==> src/rtl/seq_pkg.sv <==
// Shared constants and FSM state type for the beat sequencer and its tempo divider.
package seq_pkg;

    localparam int STEPS      = 16;
    localparam int BEAT_W     = 4;
    localparam int MIN_PERIOD = 2;

    typedef enum logic {
        IDLE = 1'b0,
        RUN  = 1'b1
    } state_t;

endpackage

==> src/rtl/tempo_divider.sv <==
// Beat-period divider: latches the clamped tempo period at start and at every beat
// boundary, and flags the last cycle of each beat.
module tempo_divider
    import seq_pkg::*;
#(
    parameter int PERIOD_W = 26
) (
    input  logic                clock,
    input  logic                reset,
    input  logic                load,
    input  logic                run,
    input  logic [PERIOD_W-1:0] tempo_period,
    output logic                boundary
);

    localparam logic [PERIOD_W-1:0] MIN_P = PERIOD_W'(MIN_PERIOD);
    localparam logic [PERIOD_W-1:0] ONE   = PERIOD_W'(1);

    logic [PERIOD_W-1:0] divider;
    logic [PERIOD_W-1:0] period;
    logic [PERIOD_W-1:0] period_next;

    // Periods of 0 or 1 would give a beat every cycle or never; both are clamped up.
    assign period_next = (tempo_period < MIN_P) ? MIN_P : tempo_period;
    assign boundary    = run && !load && (divider == period - ONE);

    // NOTE: sequential state uses non-blocking assignments so every flop samples pre-edge values.
    always_ff @(posedge clock or posedge reset) begin
        if (reset) begin
            divider <= '0;
            period  <= MIN_P;
        end else if (load || boundary) begin
            divider <= '0;
            period  <= period_next;
        end else if (run) begin
            divider <= divider + ONE;
        end else begin
            divider <= '0;
        end
    end

endmodule

==> src/rtl/beat_sequencer.sv <==
// 16-step beat sequencer: run/stop FSM, beat counter and key-edited pattern register.
// Optional loop length via macro BEAT_SEQUENCER_LOOP_LEN_EN (adds loop_last input).
module beat_sequencer
    import seq_pkg::*;
#(
    parameter int PERIOD_W = 26
) (
    input  logic                clock,
    input  logic                reset,
    input  logic                start,
    input  logic                stop,
    input  logic [PERIOD_W-1:0] tempo_period,
    input  logic [BEAT_W-1:0]   edit_step,
    input  logic                edit_key,
    input  logic                clear,
`ifdef BEAT_SEQUENCER_LOOP_LEN_EN
    input  logic [BEAT_W-1:0]   loop_last,
`endif
    output logic [BEAT_W-1:0]   current_beat,
    output logic [STEPS-1:0]    pattern,
    output logic                beat_tick,
    output logic                running
);

    state_t            state;
    logic              load;
    logic              run;
    logic              boundary;
    logic              edit_prev;
    logic [BEAT_W-1:0] next_beat;

    // stop outranks start, so a coincident pair never (re)starts playback.
    assign load = start && !stop;
    assign run  = (state == RUN) && !stop;

    tempo_divider #(
        .PERIOD_W(PERIOD_W)
    ) u_tempo_divider (
        .clock       (clock),
        .reset       (reset),
        .load        (load),
        .run         (run),
        .tempo_period(tempo_period),
        .boundary    (boundary)
    );

`ifdef BEAT_SEQUENCER_LOOP_LEN_EN
    logic [BEAT_W-1:0] loop_q;

    always_ff @(posedge clock or posedge reset) begin
        if (reset) begin
            loop_q <= '1;
        end else if (load || boundary) begin
            loop_q <= loop_last;
        end
    end

    // >= rather than == so a beat already past a newly shortened loop wraps at once.
    assign next_beat = (current_beat >= loop_q) ? '0 : current_beat + BEAT_W'(1);
`else
    assign next_beat = current_beat + BEAT_W'(1);
`endif

    always_ff @(posedge clock or posedge reset) begin
        if (reset) begin
            state        <= IDLE;
            current_beat <= '0;
            beat_tick    <= 1'b0;
            running      <= 1'b0;
        end else begin
            beat_tick <= 1'b0;
            if (stop) begin
                state        <= IDLE;
                current_beat <= '0;
                running      <= 1'b0;
            end else if (start) begin
                state        <= RUN;
                current_beat <= '0;
                running      <= 1'b1;
                beat_tick    <= 1'b1;
            end else if (boundary) begin
                current_beat <= next_beat;
                beat_tick    <= 1'b1;
            end
        end
    end

    // NOTE: the pattern is an ordinary register bank, so it takes the async reset like any flop.
    always_ff @(posedge clock or posedge reset) begin
        if (reset) begin
            pattern   <= '0;
            edit_prev <= 1'b0;
        end else begin
            edit_prev <= edit_key;
            if (clear) begin
                pattern <= '0;
            end else if (edit_key && !edit_prev) begin
                pattern[edit_step] <= ~pattern[edit_step];
            end
        end
    end

endmodule

==> config.mk <==
export PLATFORM = sky130hd
export DESIGN_NAME = beat_sequencer
export DESIGN_NICKNAME = d
export VERILOG_FILES = /design/src/rtl/seq_pkg.sv /design/src/rtl/tempo_divider.sv /design/src/rtl/beat_sequencer.sv
export SDC_FILE = /design/constraint.sdc
export NUM_CORES = 1
export LEC_CHECK = 0
export CELL_PAD_IN_SITES_DETAIL_PLACEMENT = 0
export CELL_PAD_IN_SITES_GLOBAL_PLACEMENT = 1
export CORE_MARGIN = 2
export CORE_UTILIZATION = 35
export CTS_CLUSTER_DIAMETER = 50
export CTS_CLUSTER_SIZE = 10
export DETAILED_ROUTE_END_ITERATION = 10
export PLACE_DENSITY_LB_ADDON = 0.2
export SYNTH_ARGS = -nofsm -noshare
export SYNTH_HDL_FRONTEND = slang
export SYNTH_SLANG_ARGS = --single-unit
export TNS_END_PERCENT = 1
==> constraint.sdc <==
create_clock -name clock -period 7.6 [get_ports clock]
set_input_delay 1.52 -clock clock [delete_from_list [all_inputs] [get_ports clock]]
set_output_delay 1.52 -clock clock [all_outputs]
set_load 0.03 [all_outputs]
==> flow_summary.yaml, run 1 <==
floorplanning:
  die-area_um2: 13100
  die_h_um: 114
  initial_utilization: 0.357
  die_x_um: 114
  core_region_area_um2: 12000
  io_pins: 58
  row_count: 40
timing:
  fin_tns_setup_ps: 0
  setup_viol: 0
  hold_violations: 0
  slew_violations: 0
  worstMarginPinSlew_ps: 979
  min_period_ps: 4120
  fmax_mhz: 243
  rsz0062_at_grt: "no"
  setup_ws_ps: 3480
  clock_skew_ps: 12.9
  final.period_utilization: 0.542
  relSlewSlack: 0.347
synthesis:
  synth_seq_cells: 75
  synth_top_area_cell: "dfrtp_1"
  synth_edf_count: 0
  synth_area_um2: 4270
  synth.area.top_cells: "dfrtp_1 (43%), nor2_1 (7.3%), xor2_1 (5.7%), xnor2_1 (5.5%), mux2_1 (4.5%)"
  yosysMostFrequentCell: "nor2_1"
  synth_flop_cell: "dfrtp_1"
  synth_seq_area_share: 0.440
  syn_area_per_cell_um2: 9.76
  async_flop_share: 1.00
  synth_nets: 476
  synth.top_cell.area_share: 0.434
  synth_cell_types: 54
  ys_warn_count: 0
  synth.top_cells.by_count: "nor2_1 (83), dfrtp_1 (74), xor2_1 (28)"
  syn_inst: 437
clocking:
  htreeDepth: 3
  clk_latency_ps: 350
  path_clk_slew_ps: 70
  ctsLongestPathBuffers: 2
  numCtsBuffers: 9
  ctsHoldBuffers: 0
  cts_resized: 0
  cts_tree: "built"
  cts-root-buf: "clkbuf_16"
  postCtsSetupRepairBufs: 0
  cts.sinks: 75
final_layout:
  layout.cells.non_filler: 639
  area_growth_pct: 23.6
  antennaDiodeCount: 0
  drive_gt1_frac: 0.0833
  n_fill_cell: 1142
  fin_nets: 526
  multi_input_comb_area_um2: 2260
  seq_area_um2: 1880
critical_path:
  cp.buffers_inverters: 1
  cp_cell_sequence: "inv_1 -> ha_1 -> or4b_1 -> or4_1 -> o41ai_1 -> nand4b_1 -> or4_1 -> nand3_2 -> nor2_1"
  reg2reg_from: "u_tempo_divider.period[0]$_DFFE_PP0P_"
  crit_top_cell: "or4_1"
  cp_top_family: "simple AND/OR/NAND/NOR gates"
  path_class: "reg2reg"
  crit_fanout: 26
  startpoint: "u_tempo_divider.period[0]$_DFFE_PP0P_"
  crit_slowest_cell: "or4_1"
  crit_arrival_ps: 4320
  max_stage_delay_ps: 650
  cp-end-kind: "flop"
  required_ps: 7810
  start_kind: "flop"
place:
  gp_congestion: 0.850
  dpl_worst_slack_ps: 3360
  numPortBuffers: 57
  place_inst: 623
  dp_hpwl_um: 7670
global_routing:
  grt_pass1_vias: 3393
  grt_pass1_wl_um: 17400
  grt_max_degree: 76
  antenna_found_initial: 0
  globalRouteOverflowTotal: 0
  track_usage: 0.174
worst_hold_path:
  hp-start: "u_tempo_divider.divider[0]$_DFF_PP0_"
  hold_class: "reg2reg"
detailed_routing:
  via_per_inst: 5.27
  drt_pass1_iterations: 4
  drcViolationCount: 0
  postRouteAntennaNets: 0
  wl_per_cell_um: 16.6
  drt-total-wl_um: 10600
  num_vias: 3365
  drtIter0Drc: 129
pwr:
  vdd_drop_max_v: 0.000113
  p_leak_uw: 0.00203
  p_per_area_nw_per_um2: 201
  finalPower_uw: 1060
status:
  status: "completed"
flow_run:
  maxCapViolations: 0
-- state kept, by name (all words and copies together) (netlist names) --
name,cells
edit_prev,1
u_tempo_divider.period,26
pattern,16
beat_tick,1
state,1
current_beat,4
u_tempo_divider.divider,26
-- routing by layer --
layer  share of wire  vias up  routed length [µm]  track usage
met4           0.015        0                 163       0.0626
li1                -     1650                   -            -
met1            0.46     1627                4840        0.223
met5               0        -                   0            0
met3           0.047       16                 500       0.0561
met2            0.48       72                5070        0.276
-- cells by family (layout without fill, tap and decap cells) --
group / after synthesis / count (layout) / synth area share
XOR/XNOR: 55 / 55 / 0.113
AND/OR/NAND/NOR: 191 / 191 / 0.225
multiplexers: 34 / 34 / 0.101
adder cells (fa/ha/maj): 3 / 3 / 0.00880
AO/OA/AOI/OAI: 49 / 49 / 0.0813
buffers and inverters: 30 / 85 / 0.0299
flip-flops: 75 / 75 / 0.440
-- where the power goes --
part / switching (µW) / internal (µW) / leakage [µW]
logic: 68.3 / 67.7 / 0.000889
clock network: 178 / 290 / 0.000160
registers: 35.3 / 423 / 0.000982
total: 281 / 780 / 0.00203
-- per-stage QoR --
stage | hold slack, ps | utilization | instance area, µm²
finish | 539 | 0.441 | 5270
global route | 567 | 0.441 | 5270
CTS | 544 | 0.441 | 5270
detailed placement | 535 | 0.413 | 4940
global placement | 525 | 0.413 | 4940
floorplan | 488 | - | 4270
-- cells in the final DEF, fill, tap and decap left out, types with 5 or more instances in the layout --
cell type,count
mux4_2,5
clkdlybuf4s50_1,57
nand2_1,17
clkbuf_16,9
xnor2_1,27
or4_1,6
mux2_1,17
nor3_1,12
o21ai_0,7
inv_1,9
or3_1,8
xor2_1,28
nand4_1,7
a211oi_1,16
nor4_1,9
a21oi_1,6
mux2i_1,5
mux2_2,7
nor2_1,83
dfrtp_1,74
nand3_1,16
and3_1,8
-- final cells by class --
| type | count | area share |
|---|---|---|
| multi-input cells | 332 | 0.429 |
| flip-flops and latches | 75 | 0.356 |
| repair buffers | 59 | 0.111 |
| clock buffers | 9 | 0.0427 |
| well taps | 147 | 0.0349 |
| clock inverters | 7 | 0.0190 |
| inverters | 10 | 0.00712 |
-- worst paths after layout --
kind / slack [ps] / end / cells past startpoint
setup / recovery: 3480 / u_tempo_divider.divider[12]$_DFF_PP0_ / 9
hold / removal: 540 / u_tempo_divider.divider[0]$_DFF_PP0_ / 1
setup reg to reg: 3480 / u_tempo_divider.divider[12]$_DFF_PP0_ / 9
hold reg to reg: 540 / u_tempo_divider.divider[0]$_DFF_PP0_ / 1
max in group asynchronous: 5180 / u_tempo_divider.period[2]$_DFFE_PP0P_ / 3
min in group asynchronous: 1800 / u_tempo_divider.period[15]$_DFFE_PP0P_ / 3
(Power assumes the default switching activity.)
==> inputs of run 2 (changes only) <==
==> constraint.sdc (replaced) <==
create_clock -name clock -period 3.98 [get_ports clock]
set_input_delay 0.796 -clock clock [delete_from_list [all_inputs] [get_ports clock]]
set_output_delay 0.796 -clock clock [all_outputs]
set_load 0.03 [all_outputs]
==> run 2 against run 1 <==
Against the previous run:
- sequential share of layout area is 0.18 points lower
- global-route usage is 0.18 points higher
- sequential power is 89% higher
- maximum frequency is 10% higher
- via count is 0.51% higher
- utilization is 0.22 points higher
- combinational power is 110% higher
- worst hold slack worse by 15 ps
- clock-buffer cell count is 5 higher
- register-to-register slack worse by 3200 ps
- final cell count is 1.1% higher
- critical path type unchanged
==> flow_summary.yaml, run 2 (same netlist as run 1, synthesis figures left out) <==
floorplanning:
  core_region_area_um2: 12000
  die-area_um2: 13100
  io_pins: 58
  row_count: 40
  die_h_um: 114
  die_x_um: 114
  initial_utilization: 0.357
flow_run:
  maxCapViolations: 0
critical_path:
  path_class: "reg2reg"
  start_kind: "flop"
  crit_top_cell: "or4_1"
  cp_top_family: "simple AND/OR/NAND/NOR gates"
  crit_arrival_ps: 4000
  max_stage_delay_ps: 670
  cp-end-kind: "flop"
  cp.buffers_inverters: 1
  cp_cell_sequence: "inv_1 -> ha_1 -> or4b_1 -> or4_1 -> or4_1 -> nor2_1 -> a21oi_1 -> or4_1 -> or3_1 -> a21oi_1"
  crit_fanout: 8
  cp.depth: 10
  rr_worst_depth: 10
  required_ps: 4240
  crit_slowest_cell: "or4_1"
final_layout:
  n_fill_cell: 1183
  multi_input_comb_area_um2: 2260
  top_regs: "u_tempo_divider.divider (26), u_tempo_divider.period (26), pattern (16)"
  fin_nets: 533
  seq_area_um2: 1880
  antennaDiodeCount: 0
  final_util: 0.443
  layout_commonest_cell: "nor2_1"
  layout_common_cells: "nor2_1 (83), dfrtp_1 (74), clkdlybuf4s50_1 (57)"
  area_growth_pct: 24.2
  drive_gt1_frac: 0.0902
global_routing:
  grt_pass1_vias: 3496
  grt_pass1_wl_um: 17700
  grt_max_degree: 74
  track_usage: 0.176
  globalRouteOverflowTotal: 0
  antenna_found_initial: 0
timing:
  fin_tns_setup_ps: 0
  relSlewSlack: 0.571
  hold_violations: 0
  final.period_utilization: 0.939
  whs_ps: 525
  clock_skew_ps: 8.22
  fmax_mhz: 268
  rsz0062_at_grt: "no"
  min_period_ps: 3740
  slew_violations: 0
  worstMarginPinSlew_ps: 642
  setup_viol: 0
place:
  gp_congestion: 0.826
  dp_hpwl_um: 7820
  numPortBuffers: 57
clocking:
  numCtsBuffers: 9
  cts-root-buf: "clkbuf_16"
  htreeDepth: 3
  ctsLongestPathBuffers: 2
  cts_resized: 0
  cts_tree: "built"
  clk_latency_ps: 340
  postCtsSetupRepairBufs: 0
  ctsHoldBuffers: 0
  cts.sinks: 75
  path_clk_slew_ps: 50
pwr:
  p_per_area_nw_per_um2: 360
  p_leak_uw: 0.00205
  vdd_drop_max_v: 0.000174
detailed_routing:
  via_per_inst: 5.24
  drcViolationCount: 0
  wl_per_cell_um: 16.4
  num_vias: 3382
  drtIter0Drc: 145
  postRouteAntennaNets: 0
  drt_pass1_iterations: 4
  drt-total-wl_um: 10600
worst_hold_path:
  hold_class: "reg2reg"
  hold_depth: 2
status:
  status: "completed"
## run 2: layer usage
metal / share of wire / vias up / global-route usage / wire length [µm]
li1: - / 1670 / - / -
met1: 0.46 / 1641 / 0.222 / 4910
met2: 0.48 / 52 / 0.291 / 5090
met3: 0.032 / 19 / 0.0323 / 344
met4: 0.026 / 0 / 0.0837 / 278
met5: 0 / - / 0 / 0
## run 2: final timing paths
kind | slack [ps] | from | to
setup / recovery | 240 | u_tempo_divider.period[0]$_DFFE_PP0P_ | current_beat[3]$_DFFE_PP0P_
hold / removal | 520 | u_tempo_divider.period[1]$_DFFE_PP1P_ | u_tempo_divider.period[1]$_DFFE_PP1P_
setup reg to reg | 240 | u_tempo_divider.period[0]$_DFFE_PP0P_ | current_beat[3]$_DFFE_PP0P_
hold reg to reg | 520 | u_tempo_divider.period[1]$_DFFE_PP1P_ | u_tempo_divider.period[1]$_DFFE_PP1P_
max in group asynchronous | 2720 | reset | u_tempo_divider.period[1]$_DFFE_PP1P_
min in group asynchronous | 650 | reset | u_tempo_divider.period[15]$_DFFE_PP0P_
## run 2: final cells by class
class,instances,area share
clock buffer,14,0.0498
multi-input combinational,332,0.427
sequential,75,0.355
inverter,10,0.00709
clock inverter,2,0.00189
timing repair buffer,66,0.125
tap,147,0.0347
## run 2: report_power, final
part / internal (µW) / switching, µW
registers: 808 / 56.2
logic: 141 / 140
clock network: 455 / 306
## run 2: worst register-to-register path: cells and delay by family (launching register included)
kind | cells | cell delay (ps)
flip-flops | 1 | 380
buffers and inverters | 1 | 80
AND/OR/NAND/NOR | 6 | 2740
adder cells (fa/ha/maj) | 1 | 250
AO/OA/AOI/OAI | 2 | 220
## run 2: through the flow
stage	instance area (µm²)	worst slack, ps	std cells	total power, µW
after floorplan	4270	409	437	1040
after global routing	5300	29.8	646	2010
final	5300	243	646	1910
after CTS	5300	234	646	1930
after detailed placement	5020	263	630	1160
after global placement	5020	307	630	1160
==> inputs of run 3 (changes only) <==
--- a/config.mk
+++ b/config.mk
@@ -12,6 +12,8 @@
 export CTS_CLUSTER_DIAMETER = 50
 export CTS_CLUSTER_SIZE = 10
 export DETAILED_ROUTE_END_ITERATION = 10
+export GPL_ROUTABILITY_DRIVEN = 1
+export HOLD_SLACK_MARGIN = 0.1
 export PLACE_DENSITY_LB_ADDON = 0.2
 export SYNTH_ARGS = -nofsm -noshare
 export SYNTH_HDL_FRONTEND = slang
==> results of run 3 <==
Same layout as run 2: the final DEF is identical, and so are final timing and power.
==> patch, RTL diff (config.mk and constraints of run 1) <==
Change the package constant `BEAT_W` from 4 to 3.
--- a/src/rtl/seq_pkg.sv
+++ b/src/rtl/seq_pkg.sv
@@ -2,7 +2,7 @@
 package seq_pkg;
 
     localparam int STEPS      = 16;
-    localparam int BEAT_W     = 4;
+    localparam int BEAT_W     = 3;
     localparam int MIN_PERIOD = 2;
 
     typedef enum logic {
Interface: changed (resized current_beat and edit_step); port bits go from 58 to 56. No check against the original RTL was run, so the function may have changed too.
==> patch against run 1 <==
  * Total power decreased by 10%
  * Final area decreased by 9.1%
  * Maximum frequency is 13% lower
  * Clock skew fell by 0.0068 ns
  * Wire length down 12%
  * Sequential power fell by 10%
  * Critical path depth shrank 1
  * Worst hold slack got worse by 0.028 ns
  * Worst setup slack got worse by 0.59 ns
  * Sequential cell count fell by 9
  * Critical path type is now in2reg
  * Largest cell class unchanged
  * Synthesized area is 6.7% lower
  * Global-route usage down 1.7 points
==> patch: results (changes against run 1) <==
{| class="wikitable"
! Metric !! Value
|-
| Number of I/O port buffers || 47 (-18%)
|-
| Worst Clk Skew || 0.00618 ns (-0.00675 ns)
|-
| Final HPWL from detailed placement || 6.73 mm (-12%)
|-
| Number of post-CTS setup repair buffers || 0 (unchanged)
|-
| Top cells by area in the synthesized netlist || sky130_fd_sc_hd__dfrtp_1, sky130_fd_sc_hd__xnor2_1, sky130_fd_sc_hd__mux2_4
|-
| Run status || complete, no violations
|-
| Antenna violations before repair || 0 (unchanged)
|-
| Number of unique standard cell types used by synthesis || 50 (-7.4%)
|-
| Initial DRC count || 116 (-10%)
|-
| Quantity of gates resized following cts || 0 (unchanged)
|-
| Number of filler instances in the final layout || 1101 (-3.6%)
|-
| Fraction of post-synthesis cell area in the top cell type by area || 0.409 (-0.0256)
|-
| Routed wire length || 9.27 mm (-12%)
|-
| Reg-to-reg setup timing slack || 2.89 ns (-0.59 ns)
|-
| Maximum number of pins on one net before global-route repair || 67 (-12%)
|-
| Overall global routing resource usage || 0.157 (-0.0170)
|-
| Placed cell area || 4510 sq um (-8.9%)
|-
| Vias in the first global route || 2835 (-16%)
|-
| Global-route wire length before repair || 15.1 mm (-13%)
|-
| Vias per std cell || 5.03 (-4.5%)
|-
| Clock H-tree levels || 3 (unchanged)
|-
| Fraction of final layout cells sized beyond drive strength 1 || 0.115 (+0.0318)
|-
| Static power due to leakage || 1.87 nW (-8.1%)
|-
| Synth warn || 0 (unchanged)
|-
| Fraction of the yosys area taken by sequential cells || 0.415 (-0.0252)
|-
| Most common library cells after synthesis || sky130_fd_sc_hd__dfrtp_1, sky130_fd_sc_hd__nor2_1, sky130_fd_sc_hd__xnor2_1
|-
| Peak supply drop || 0.000109 V (-3.2%)
|-
| Antenna cell count || 0 (unchanged)
|-
| Final count of pins violating max slew || 0 (unchanged)
|-
| Deepest clock path buffer count || 2 (unchanged)
|-
| Clock transition at the registers of the reported paths || 0.05 ns (-0.02 ns)
|-
| Clk Latency, worst-skew pair || 0.33 ns (-0.02 ns)
|-
| Peak fanout along the critical path || 27 (+3.8%)
|-
| First-pass iteration count of the detailed router || 4 (unchanged)
|-
| Rel. slew slack || 0.221 (-0.126)
|-
| Worst hold-check path type || reg2reg
|-
| Number of nets in the layout || 476 (-9.5%)
|-
| Largest registers || u_tempo_divider.divider (26), u_tempo_divider.period (26), pattern (8)
|-
| Gp weighted congestion || 0.780 (-8.2%)
|-
| Post-synth ARST share || 1.00 (unchanged)
|-
| Data arrival time of the critical path || 4.93 ns (+0.61 ns)
|}
## patch: final cells by class
cell class	instances	area (sq um)	area share
inverters	8	30.0	0.00627
flip-flops and latches	66	1650	0.345
well taps	140	175	0.0366
clock inverters	2	10.0	0.00209
clock buffers	14	274	0.0572
repair buffers	49	485	0.101
multi-input cells	304	2160	0.452
## patch: cells by family after synthesis
kind of cell,share of synthesized area
fa+ha+maj,0.00943
compound gates,0.0415
buf+inv,0.0481
mux,0.133
xor+xnor,0.132
simple gates,0.220
flops,0.415
other cells,0.000942
## patch: where the power goes
part,switching [W],internal [W],total (W)
logic,0.0000694,0.0000798,0.000149
registers,0.0000352,0.000375,0.000410
clock network,0.000148,0.000247,0.000395
total,0.000253,0.000701,0.000954
## patch: worst paths after layout
| check | start | end | depth (start not counted) |
|---|---|---|---|
| worst min register to register | u_tempo_divider.period[1] | u_tempo_divider.period[1] | 2 |
| worst max-delay path | stop | u_tempo_divider.period[19] | 8 |
| worst min-delay path | u_tempo_divider.period[1] | u_tempo_divider.period[1] | 2 |
| worst max register to register | u_tempo_divider.period[0] | u_tempo_divider.period[19] | 10 |
| min in group asynchronous | reset | pattern[1] | 3 |
| max in group asynchronous | reset | u_tempo_divider.divider[25] | 3 |
## patch: per-layer routing
layer	part of all wire	track usage
met1	0.48	0.209
met2	0.47	0.248
met3	0.032	0.0372
met4	0.016	0.0600
met5	0	0
## patch: metrics by stage
step           setup WS [ns]  hold slack [ns]  power, W  std cells   util
2_1_floorplan           3.69            0.474  0.000518        403      -
3_3_place_gp            2.68            0.495  0.000565        567  0.410
3_5_place_dp            2.55            0.501  0.000567        567  0.410
4_1_cts                 2.85            0.511  0.000968        583  0.436
5_1_grt                 2.60            0.542  0.000995        583  0.436
6_report                2.89            0.511  0.000954        583  0.436
## patch: worst max-delay path, cell delays in order
cell	delay [ns]
sky130_fd_sc_hd__clkdlybuf4s50_1	0.49
sky130_fd_sc_hd__nor2_1	0.40
sky130_fd_sc_hd__nand4_1	0.16
sky130_fd_sc_hd__nor4_1	0.25
sky130_fd_sc_hd__nand3_1	0.11
sky130_fd_sc_hd__or4_1	0.64
sky130_fd_sc_hd__o22ai_4	0.91
sky130_fd_sc_hd__mux2_2	0.42
